`config.mk`:
```
export PLATFORM = sky130hd
export DESIGN_NAME = seven_segment_scroll_driver
export DESIGN_NICKNAME = d
export VERILOG_FILES = /design/src/rtl/display_pkg.sv /design/src/rtl/seven_segment_scroll_driver_bcd.sv /design/src/rtl/seven_segment_scroll_driver.sv
export SDC_FILE = /design/constraint.sdc
export NUM_CORES = 1
export LEC_CHECK = 0
export CORE_ASPECT_RATIO = 1.5
export CORE_MARGIN = 8
export CORE_UTILIZATION = 61
export DETAILED_ROUTE_END_ITERATION = 8
export PLACE_DENSITY_LB_ADDON = 0.2
export SETUP_SLACK_MARGIN = 0.2
export SYNTH_ARGS = -nofsm -noshare
export SYNTH_HDL_FRONTEND = slang
export SYNTH_SLANG_ARGS = --single-unit
```
`constraint.sdc`:
```
create_clock -name clock -period 4.1 [get_ports clock]
set_input_delay 1.025 -clock clock [delete_from_list [all_inputs] [get_ports clock]]
set_output_delay 1.025 -clock clock [all_outputs]
set_load 0.05 [all_outputs]
```
`src/rtl/display_pkg.sv`:
```
// Shared character codes, glyph table, message ROM and mode encodings for the
// four-digit scrolling seven-segment driver.
package display_pkg;

    typedef logic [4:0] char_t;

    localparam char_t CH_S     = 5'd10;
    localparam char_t CH_E     = 5'd11;
    localparam char_t CH_L     = 5'd12;
    localparam char_t CH_C     = 5'd13;
    localparam char_t CH_T     = 5'd14;
    localparam char_t CH_O     = 5'd15;
    localparam char_t CH_D     = 5'd16;
    localparam char_t CH_U     = 5'd17;
    localparam char_t CH_N     = 5'd18;
    localparam char_t CH_J     = 5'd19;
    localparam char_t CH_Y     = 5'd20;
    localparam char_t CH_BLANK = 5'd21;
    localparam char_t CH_DASH  = 5'd22;

    localparam logic [2:0] MODE_BLANK    = 3'd0;
    localparam logic [2:0] MODE_SELECT   = 3'd1;
    localparam logic [2:0] MODE_SOLD_OUT = 3'd3;
    localparam logic [2:0] MODE_ENJOY    = 3'd4;

    localparam int LEN_SELECT   = 6;
    localparam int LEN_SOLD_OUT = 8;
    localparam int LEN_ENJOY    = 5;

    typedef enum logic {
        CONV_IDLE,
        CONV_RUN
    } conv_state_t;

    // Active-low segments, bit0 = a ... bit6 = g.
    function automatic logic [6:0] glyph(input char_t c);
        logic [6:0] g;
        case (c)
            5'd0:    g = 7'h40;
            5'd1:    g = 7'h79;
            5'd2:    g = 7'h24;
            5'd3:    g = 7'h30;
            5'd4:    g = 7'h19;
            5'd5:    g = 7'h12;
            5'd6:    g = 7'h02;
            5'd7:    g = 7'h78;
            5'd8:    g = 7'h00;
            5'd9:    g = 7'h10;
            CH_S:    g = 7'h12;
            CH_E:    g = 7'h06;
            CH_L:    g = 7'h47;
            CH_C:    g = 7'h46;
            CH_T:    g = 7'h07;
            CH_O:    g = 7'h40;
            CH_D:    g = 7'h21;
            CH_U:    g = 7'h41;
            CH_N:    g = 7'h2B;
            CH_J:    g = 7'h61;
            CH_Y:    g = 7'h11;
            CH_DASH: g = 7'h3F;
            default: g = 7'h7F;
        endcase
        return g;
    endfunction

    // Character at position idx of the message preceded by four blanks;
    // anything past the end of the message reads as blank.
    function automatic char_t msg_char(input logic [2:0] mode, input logic [3:0] idx);
        logic [3:0] off;
        char_t c;
        c   = CH_BLANK;
        off = idx - 4'd4;
        if (idx >= 4'd4) begin
            case (mode)
                MODE_SELECT: begin
                    case (off)
                        4'd0:    c = CH_S;
                        4'd1:    c = CH_E;
                        4'd2:    c = CH_L;
                        4'd3:    c = CH_E;
                        4'd4:    c = CH_C;
                        4'd5:    c = CH_T;
                        default: c = CH_BLANK;
                    endcase
                end
                MODE_SOLD_OUT: begin
                    case (off)
                        4'd0:    c = CH_S;
                        4'd1:    c = CH_O;
                        4'd2:    c = CH_L;
                        4'd3:    c = CH_D;
                        4'd5:    c = CH_O;
                        4'd6:    c = CH_U;
                        4'd7:    c = CH_T;
                        default: c = CH_BLANK;
                    endcase
                end
                MODE_ENJOY: begin
                    case (off)
                        4'd0:    c = CH_E;
                        4'd1:    c = CH_N;
                        4'd2:    c = CH_J;
                        4'd3:    c = CH_O;
                        4'd4:    c = CH_Y;
                        default: c = CH_BLANK;
                    endcase
                end
                default: c = CH_BLANK;
            endcase
        end
        return c;
    endfunction

    // Last scroll position (L+3) before wrapping back to 0.
    function automatic logic [3:0] msg_last(input logic [2:0] mode);
        logic [3:0] last;
        case (mode)
            MODE_SELECT:   last = 4'(LEN_SELECT + 3);
            MODE_SOLD_OUT: last = 4'(LEN_SOLD_OUT + 3);
            MODE_ENJOY:    last = 4'(LEN_ENJOY + 3);
            default:       last = 4'd0;
        endcase
        return last;
    endfunction

endpackage

```
`src/rtl/seven_segment_scroll_driver_bcd.sv`:
```
// Serial 12-bit binary to 4-digit BCD converter (shift-add-3, one bit per cycle).
module bin_to_bcd_serial
    import display_pkg::*;
(
    input  logic        clock,
    input  logic        reset,
    input  logic        start,
    input  logic [11:0] bin,
    output logic        busy,
    output logic        done,
    output logic [15:0] bcd
);

    conv_state_t state, state_n;
    logic [11:0] sr, sr_n;
    logic [15:0] acc, acc_n, adj;
    logic [3:0]  iter, iter_n;

    always_ff @(posedge clock) begin
        if (reset) begin
            state <= CONV_IDLE;
            sr    <= '0;
            acc   <= '0;
            iter  <= '0;
        end else begin
            state <= state_n;
            sr    <= sr_n;
            acc   <= acc_n;
            iter  <= iter_n;
        end
    end

    always_comb begin
        adj = acc;
        for (int i = 0; i < 4; i++) begin
            if (acc[4*i +: 4] >= 4'd5) adj[4*i +: 4] = acc[4*i +: 4] + 4'd3;
        end
    end

    // done and bcd are valid during the final iteration so the consumer can
    // latch the result on the same edge that completes the conversion.
    always_comb begin
        state_n = state;
        sr_n    = sr;
        acc_n   = acc;
        iter_n  = iter;
        done    = 1'b0;
        bcd     = {adj[14:0], sr[11]};
        busy    = (state == CONV_RUN);
        case (state)
            CONV_IDLE: begin
                if (start) begin
                    sr_n    = bin;
                    acc_n   = '0;
                    iter_n  = '0;
                    state_n = CONV_RUN;
                end
            end
            CONV_RUN: begin
                acc_n  = {adj[14:0], sr[11]};
                sr_n   = {sr[10:0], 1'b0};
                iter_n = iter + 4'd1;
                if (iter == 4'd11) begin
                    done    = 1'b1;
                    state_n = CONV_IDLE;
                end
            end
            default: state_n = CONV_IDLE;
        endcase
    end

endmodule

```
`src/rtl/seven_segment_scroll_driver.sv`:
```
// Four-digit multiplexed seven-segment driver: money readout or scrolling text.
module seven_segment_scroll_driver
    import display_pkg::*;
#(
    parameter int REFRESH_DIV = 50_000,
    parameter int SCROLL_DIV  = 15_000_000
) (
    input  logic        clock,
    input  logic        reset,
    input  logic [2:0]  scrollMode,
    input  logic        showMoney,
    input  logic [11:0] amountDisplay,
    output logic [6:0]  seg,
    output logic        dp,
    output logic [3:0]  an
);

    localparam int RW = (REFRESH_DIV > 1) ? $clog2(REFRESH_DIV) : 1;
    localparam int SW = (SCROLL_DIV > 1) ? $clog2(SCROLL_DIV) : 1;

    logic [RW-1:0] refresh_cnt;
    logic [SW-1:0] scroll_cnt;
    logic [1:0]    digit;
    logic [3:0]    pos;
    logic [2:0]    mode_q;
    logic          show_q;
    logic [11:0]   captured;
    logic [15:0]   bcd_disp;

    logic          conv_start, conv_busy, conv_done;
    logic [15:0]   conv_bcd;
    logic          refresh_wrap, scroll_wrap, scrolling, restart;
    logic [6:0]    seg_n;
    logic          dp_n;
    logic [3:0]    an_n, an_sel, win_idx, nib;

    assign conv_start   = !conv_busy && (amountDisplay != captured);
    assign refresh_wrap = (refresh_cnt == RW'(REFRESH_DIV - 1));
    assign scroll_wrap  = (scroll_cnt == SW'(SCROLL_DIV - 1));
    assign scrolling    = !showMoney && (scrollMode == MODE_SELECT ||
                                         scrollMode == MODE_SOLD_OUT ||
                                         scrollMode == MODE_ENJOY);
    assign restart      = (scrollMode != mode_q) || (show_q && !showMoney);

    bin_to_bcd_serial u_bcd (
        .clock (clock),
        .reset (reset),
        .start (conv_start),
        .bin   (amountDisplay),
        .busy  (conv_busy),
        .done  (conv_done),
        .bcd   (conv_bcd)
    );

    always_ff @(posedge clock) begin
        if (reset) begin
            refresh_cnt <= '0;
            scroll_cnt  <= '0;
            digit       <= 2'd3;
            pos         <= '0;
            mode_q      <= '0;
            show_q      <= 1'b0;
            captured    <= '0;
            bcd_disp    <= '0;
            seg         <= 7'h7F;
            dp          <= 1'b1;
            an          <= 4'hF;
        end else begin
            refresh_cnt <= refresh_wrap ? '0 : refresh_cnt + 1'b1;
            if (refresh_wrap) digit <= digit - 2'd1;
            mode_q <= scrollMode;
            show_q <= showMoney;
            // A restart takes priority over a scroll step landing on the same edge.
            if (restart) begin
                pos        <= '0;
                scroll_cnt <= '0;
            end else if (scrolling) begin
                if (scroll_wrap) begin
                    scroll_cnt <= '0;
                    pos        <= (pos >= msg_last(scrollMode)) ? 4'd0 : pos + 4'd1;
                end else begin
                    scroll_cnt <= scroll_cnt + 1'b1;
                end
            end
            if (conv_start) captured <= amountDisplay;
            if (conv_done) bcd_disp <= conv_bcd;
            seg <= seg_n;
            dp  <= dp_n;
            an  <= an_n;
        end
    end

    always_comb begin
        an_sel        = 4'hF;
        an_sel[digit] = 1'b0;
        seg_n   = 7'h7F;
        dp_n    = 1'b1;
        an_n    = an_sel;
        nib     = bcd_disp[{digit, 2'b00} +: 4];
        win_idx = pos + {2'b00, ~digit};
        if (showMoney) begin
            seg_n = (digit == 2'd3 && nib == 4'd0) ? 7'h7F : glyph({1'b0, nib});
            dp_n  = (digit != 2'd2);
        end else if (scrollMode == MODE_BLANK) begin
            an_n = 4'hF;
        end else if (scrolling) begin
            seg_n = glyph(msg_char(scrollMode, win_idx));
        end else begin
            seg_n = glyph(CH_DASH);
        end
    end

endmodule

```
* Word-level counts from Yosys, hierarchy flattened
Memory sizes are Yosys's and may differ from the RTL's.
Cells that the tools add are included.
Widths: inputs -> output; s select.
** Word-level totals
- Flip-flop bits (word level) :: 123
- Memory bits (read-only) :: 336
- Output and inout port bits :: 12
- Word-level logic and storage cells :: 116
- Memories kept :: 2
** Operators by class
- Add/sub/neg operators :: 11
- Order comparisons :: 8
- Eq/ne operators :: 18
- Shifts and indexed selects :: 1
- Mux-type cells :: 38
- Bitwise logic cells :: 4
- Reductions and logical operators :: 19
** Memories
- (name not given) :: depth 32, bits a word 7, read ports 1, clocked after memory_dff 0, wr ports 0, line display_pkg.sv:38 : case (c)
- (name not given) :: depth 16, bits a word 7, read ports 1, clocked after memory_dff 0, wr ports 0, line display_pkg.sv:38
** Operator list (number)
- $pmux 5 s5 :: 2
- $mux 4 :: 11
- $pmux 16 s2 :: 1
- $pmux 5 s6 :: 1
- $mux 7 :: 4
- $add 24x1->24 const B :: 1
- $eq 24x24->1 const B :: 1
- $mux 24 :: 1
- $pmux 12 s2 :: 1
- $ge 4x3->1 const B :: 5
- $mux 5 :: 4
- $add 16x1->16 const B :: 1
- $eq 16x16->1 const B :: 1
- $eq 4x3->1 const B :: 4
- $mux 16 :: 1
- $shiftx 16x5->4 :: 1
- $pmux 5 s3 :: 1
- $add 4x2->4 const B :: 3
- $mux 12 :: 1
- $ne 12x12->1 :: 1
- $pmux 4 s3 :: 1
- $reduce_or 2->1 :: 5
- $add 4x1->4 const B :: 2
- $eq 4x2->1 const B :: 2
- 29 further kinds :: 43

* Logic depth before layout (Yosys ltp)
An unclocked memory read counts as a cell.
- Depth in word-level cells :: 15
- Gate-level depth with buffers :: 18
- Depth with buffers taken out :: 16

* By module
From an unflattened synthesis, not the netlist that was laid out.
** Unflattened totals
- Cell total of the unflattened synthesis :: 788
- Area total of the unflattened synthesis :: 6784.0 um^2
** By module, submodules not included
- seven_segment_scroll_driver :: instances 1, cells each 581, area an instance 4956.0 um^2
- bin_to_bcd_serial :: instances 1, cells each 207, area an instance 1828.0 um^2

* Least setup slack after synthesis
Ideal clock, no wire load.
- Path type :: reg2reg
- From :: reg digit[0]
- To :: reg seg[1]
- Setup time :: 0.136 ns
- Arrival time :: 3.416 ns
- Data required time :: 3.964 ns
- Setup slack :: 0.548 ns
- Stages on the path, launching flop included :: 17
- Period minus slack after synthesis :: 3.552 ns
- Cells stage by stage :: dfxtp_1 > clkbuf_1 > inv_1 > ha_1 > inv_1 > fa_1 > clkbuf_1 > nor2b_1 > a31oi_1 > o41ai_1 > a31oi_1 > nor3_1 > ha_1 > inv_1 > mux2i_1 > a2bb2oi_1 > o221ai_1
** On the way
- Longest elaborated chain between the ends :: 15
- Elaborated cells on any way between the ends :: 32
- Classes of those cells :: 2 x add/sub; 1 x order compare; 8 x eq/ne; 1 x shift; 12 x mux; 1 x bitwise; 5 x reduce/logical; 2 x memory
** RTL lines
- start: declaration :: line seven_segment_scroll_driver.sv:23 : logic [1:0] digit;
- start signal: assignment :: line seven_segment_scroll_driver.sv:70 : if (refresh_wrap) digit <= digit - 2'd1;
- $not 2->2 :: line seven_segment_scroll_driver.sv:100 : win_idx = pos + {2'b00, ~digit};
- $add 4x2->4 :: line seven_segment_scroll_driver.sv:100
- $sub 4x3->4 :: line display_pkg.sv:72 : off = idx - 4'd4;
- $eq 4x1->1, or another cell as far along :: line display_pkg.sv:76, display_pkg.sv:87, display_pkg.sv:99
- $reduce_or 2->1 (no source line)
- $pmux 5 s6 / $pmux 5 s5 (equally long branches) :: line display_pkg.sv:87, display_pkg.sv:76
- $pmux 5 s3 :: line display_pkg.sv:74 : case (mode)
- $mux 5 :: line display_pkg.sv:73 : if (idx >= 4'd4) begin
- $mux 5 :: line seven_segment_scroll_driver.sv:106 : end else if (scrolling) begin
- $mux 5 :: line seven_segment_scroll_driver.sv:104 : end else if (scrollMode == MODE_BLANK) begin
- $mux 5 :: line seven_segment_scroll_driver.sv:101 : if (showMoney) begin
- $mem_v2 32x7
- $mux 7 :: line seven_segment_scroll_driver.sv:106
- $mux 7 :: line seven_segment_scroll_driver.sv:104
- $mux 7 * :: line seven_segment_scroll_driver.sv:101
- end signal: assignment :: line seven_segment_scroll_driver.sv:87 : seg <= seg_n;
- end: declaration :: line seven_segment_scroll_driver.sv:13 : output logic [6:0] seg,
Mark *: on every way between the ends. The rest lies on a longest branch, timed or not. The select of a mux whose other input is x is not followed.
A chain may end at the register's enable or synchronous reset.

* Worst setup path after layout
- From :: reg pos[0]
- To :: reg seg[1]
** On the way
- Longest elaborated chain between the ends :: 14
- Elaborated cells on any way between the ends :: 25
- Classes of those cells :: 2 x add/sub; 1 x order compare; 7 x eq/ne; 11 x mux; 3 x reduce/logical; 1 x memory
** RTL lines
- start: declaration :: line seven_segment_scroll_driver.sv:24 : logic [3:0] pos;
- start signal: assignment :: line seven_segment_scroll_driver.sv:80 : pos <= (pos >= msg_last(scrollMode)) ? 4'd0 : pos + 4'd1;
- $add 4x2->4 * :: line seven_segment_scroll_driver.sv:100
- $sub 4x3->4 :: line display_pkg.sv:72
- $eq 4x1->1, or another cell as far along :: line display_pkg.sv:76, display_pkg.sv:87, display_pkg.sv:99
- $reduce_or 2->1 (no source line)
- $pmux 5 s6 / $pmux 5 s5 (equally long branches) :: line display_pkg.sv:87, display_pkg.sv:76
- $pmux 5 s3 :: line display_pkg.sv:74
- $mux 5 * :: line display_pkg.sv:73
- $mux 5 * :: line seven_segment_scroll_driver.sv:106
- $mux 5 * :: line seven_segment_scroll_driver.sv:104
- $mux 5 * :: line seven_segment_scroll_driver.sv:101
- $mem_v2 32x7 *
- $mux 7 * :: line seven_segment_scroll_driver.sv:106
- $mux 7 * :: line seven_segment_scroll_driver.sv:104
- $mux 7 * :: line seven_segment_scroll_driver.sv:101
Marked as above.

==> flow_summary.yaml <==
outcome:
  status: "finished, final reports clean"
timing:
  slew_viol_final: 0
  worst_pin_slew_ns: 0.659
  fmax_mhz: 277
  layout_setup_ws_ns: 0.489
  finalSetupViolCount: 0
  rsz0062_at_grt: "no"
  hold_violations: 0
  skew_ns: 0.0108
  final.period_utilization_pct: 88.1
  period_minus_slack_ns: 3.61
  whs_ns: 0.453
  setup_tns_ns: 0
  maxSlewHeadroom_pct: 55.7
yosys:
  yosysTopAreaCellShare_pct: 37.8
  async_reset_ff_share_pct: 0
  synthCells: 774
  synthTopCellsByArea: "dfxtp_1, nor2_1, ha_1"
  synth_edf_count: 0
  synth_area_leader_cell: "dfxtp_1"
  synth_fp_nets: 826
  ys_seq_area_share_pct: 37.8
  synth_cell_type_count: 71
  syn_area_mm2: 0.00651
  syn_area_per_cell_um2: 8.41
  ys_ff_latch: 123
  ys_warn_count: 0
  synth_flop_cell: "dfxtp_1"
power:
  irDropWorstVdd_v: 0.000326
  p_leak_nw: 2.84
  p_per_area_mw_per_mm2: 374
critical_path:
  reg2reg_slack_ns: 0.49
  worstPathArrival_ns: 3.90
  cp-end-kind: "flop"
  critical_path_class: "reg2reg"
  required_ns: 4.38
  path_max_fanout: 11
  start_kind: "flop"
drt:
  dr_wl_met2_um: 7790
  wl_met3_um: 450
  drc: 0
  vias: 5467
  finalWirelength_um: 14400
  wl_per_cell_um: 14.9
  avgViaCountPerCell: 5.68
  drt_iter0_drc: 211
  topRoutingLayerUsed: "met4"
  postRouteAntennaNets: 0
  dr.pass1.iters: 5
  met1Wirelength_um: 5630
clock_network:
  cts_htree_levels: 4
  clk_pin_slew_ns: 0.06
  post_cts_buffers: 0
  cts_resized: 0
  cts_hold_buf: 0
  cts_tree: "yes"
  cts_made_buffers: 17
  cts_buffer_depth: 2
  cts.sinks: 123
  clkLatencyLatePin_ns: 0.42
  root_buffer: "clkbuf_16"
cells_and_area:
  layout_commonest_cell: "nor2_1"
  postLayoutCoreUtil_pct: 72.1
  area_growth_pct: 16.0
  n_fill_cell: 827
  final_cell_mix: "nor2_1, dfxtp_1, nand2_1, a21oi_1, xnor2_1"
  diodes: 0
  drive_above_1_share_pct: 8.80
  nets: 857
floorplanning:
  io_pins: 30
  core_area_mm2: 0.0105
  die_h_um: 142
  die-area_mm2: 0.0143
  std_cell_rows: 46
  start_util_pct: 62.1
  die_width_um: 100
flow_run:
  cap_violations: 0
placement:
  placement.io_buffers: 29
  gp_congestion: 0.970
  place_hpwl_um: 10300
  dp_worst_setup_slack_ns: 0.271
worst_hold_path:
  hold_path_class: "reg2reg"
global_routing:
  overflow: 0
  grt_pass1_vias: 5478
  grt_max_degree: 60
  grt_pass1_wl_um: 24500
  grt_usage_pct: 21.2
  antenna_found_initial: 0
## final cells by class
type	instances	area (um^2)	share of cell area, %
multi-input cells	582	3790	50.2
flip-flops and latches	123	2460	32.6
clock buffers	18	439	5.82
repair buffers	44	398	5.27
well taps	144	180	2.39
inverters	37	140	1.86
clock inverters	14	136	1.81
## per-layer routing
| metal | vias up | GRT usage, % |
|---|---|---|
| li1 | 2733 | - |
| met1 | 2579 | 21.1 |
| met2 | 112 | 39.0 |
| met3 | 43 | 5.24 |
| met4 | 0 | 11.8 |
| met5 | - | 0 |
## report_power, final
group / internal (mW) / switching, mW / total, mW
clock network: 0.861 / 0.577 / 1.44
logic: 0.0638 / 0.0886 / 0.152
registers: 1.22 / 0.0163 / 1.23
total: 2.14 / 0.682 / 2.82
## worst paths after layout
kind,start,end,cells past startpoint
worst min-delay path,refresh_cnt[0],refresh_cnt[0],1
worst min register to register,refresh_cnt[0],refresh_cnt[0],1
worst max-delay path,pos[0],seg[1],13
worst max register to register,pos[0],seg[1],13
## stage by stage
step / cells / power, mW / area, um^2
2_1_floorplan: 774 / 1.36 / 6510
3_3_place_gp: 930 / 1.41 / 6970
3_5_place_dp: 930 / 1.41 / 6970
4_1_cts: 962 / 2.85 / 7550
5_1_grt: 962 / 2.92 / 7550
6_report: 962 / 2.82 / 7550
## state kept, by name, indices dropped and copies added (netlist names)
| register | count |
|---|---|
| u_bcd.sr | 12 |
| u_bcd.iter | 4 |
| an | 4 |
| u_bcd.busy | 1 |
| bcd_disp | 16 |
| pos | 4 |
| refresh_cnt | 16 |
| captured | 12 |
| digit | 2 |
| scroll_cnt | 24 |
| show_q | 1 |
| mode_q | 3 |
| u_bcd.acc | 16 |
| seg | 7 |
| dp | 1 |
## cell usage after synthesis (all sizes together), types with 17 or more instances
library cell	number
nor3	26
nand3	17
mux2i	38
clkbuf	23
xnor2	42
xor2	19
ha	33
and3	21
nand2	63
nor2	135
dfxtp	123
a21oi	62
o21ai	18
inv	35
## cells by family (layout without fill, tap and decap cells)
group | Yosys count | in the layout | share of synthesized area, %
compound gates | 127 | 127 | 12.3
xor+xnor | 61 | 61 | 8.21
fa+ha+maj | 34 | 34 | 6.65
buf+inv | 69 | 113 | 4.08
flops | 123 | 123 | 37.8
mux | 43 | 43 | 7.40
simple gates | 317 | 317 | 23.5
## critical path: stages, from the launching register on
cell and delay [ns]:
dfxtp_1 0.46, ha_1 0.27, inv_1 0.07, fa_1 0.52, and3b_1 0.26, o21bai_1 0.24, nand2_1 0.15, nor2_1 0.05
nor3_1 0.50, inv_1 0.18, ha_1 0.26, mux2i_1 0.17, a2bb2oi_1 0.21, o221ai_1 0.14
Power figures use the tool's default switching activity.
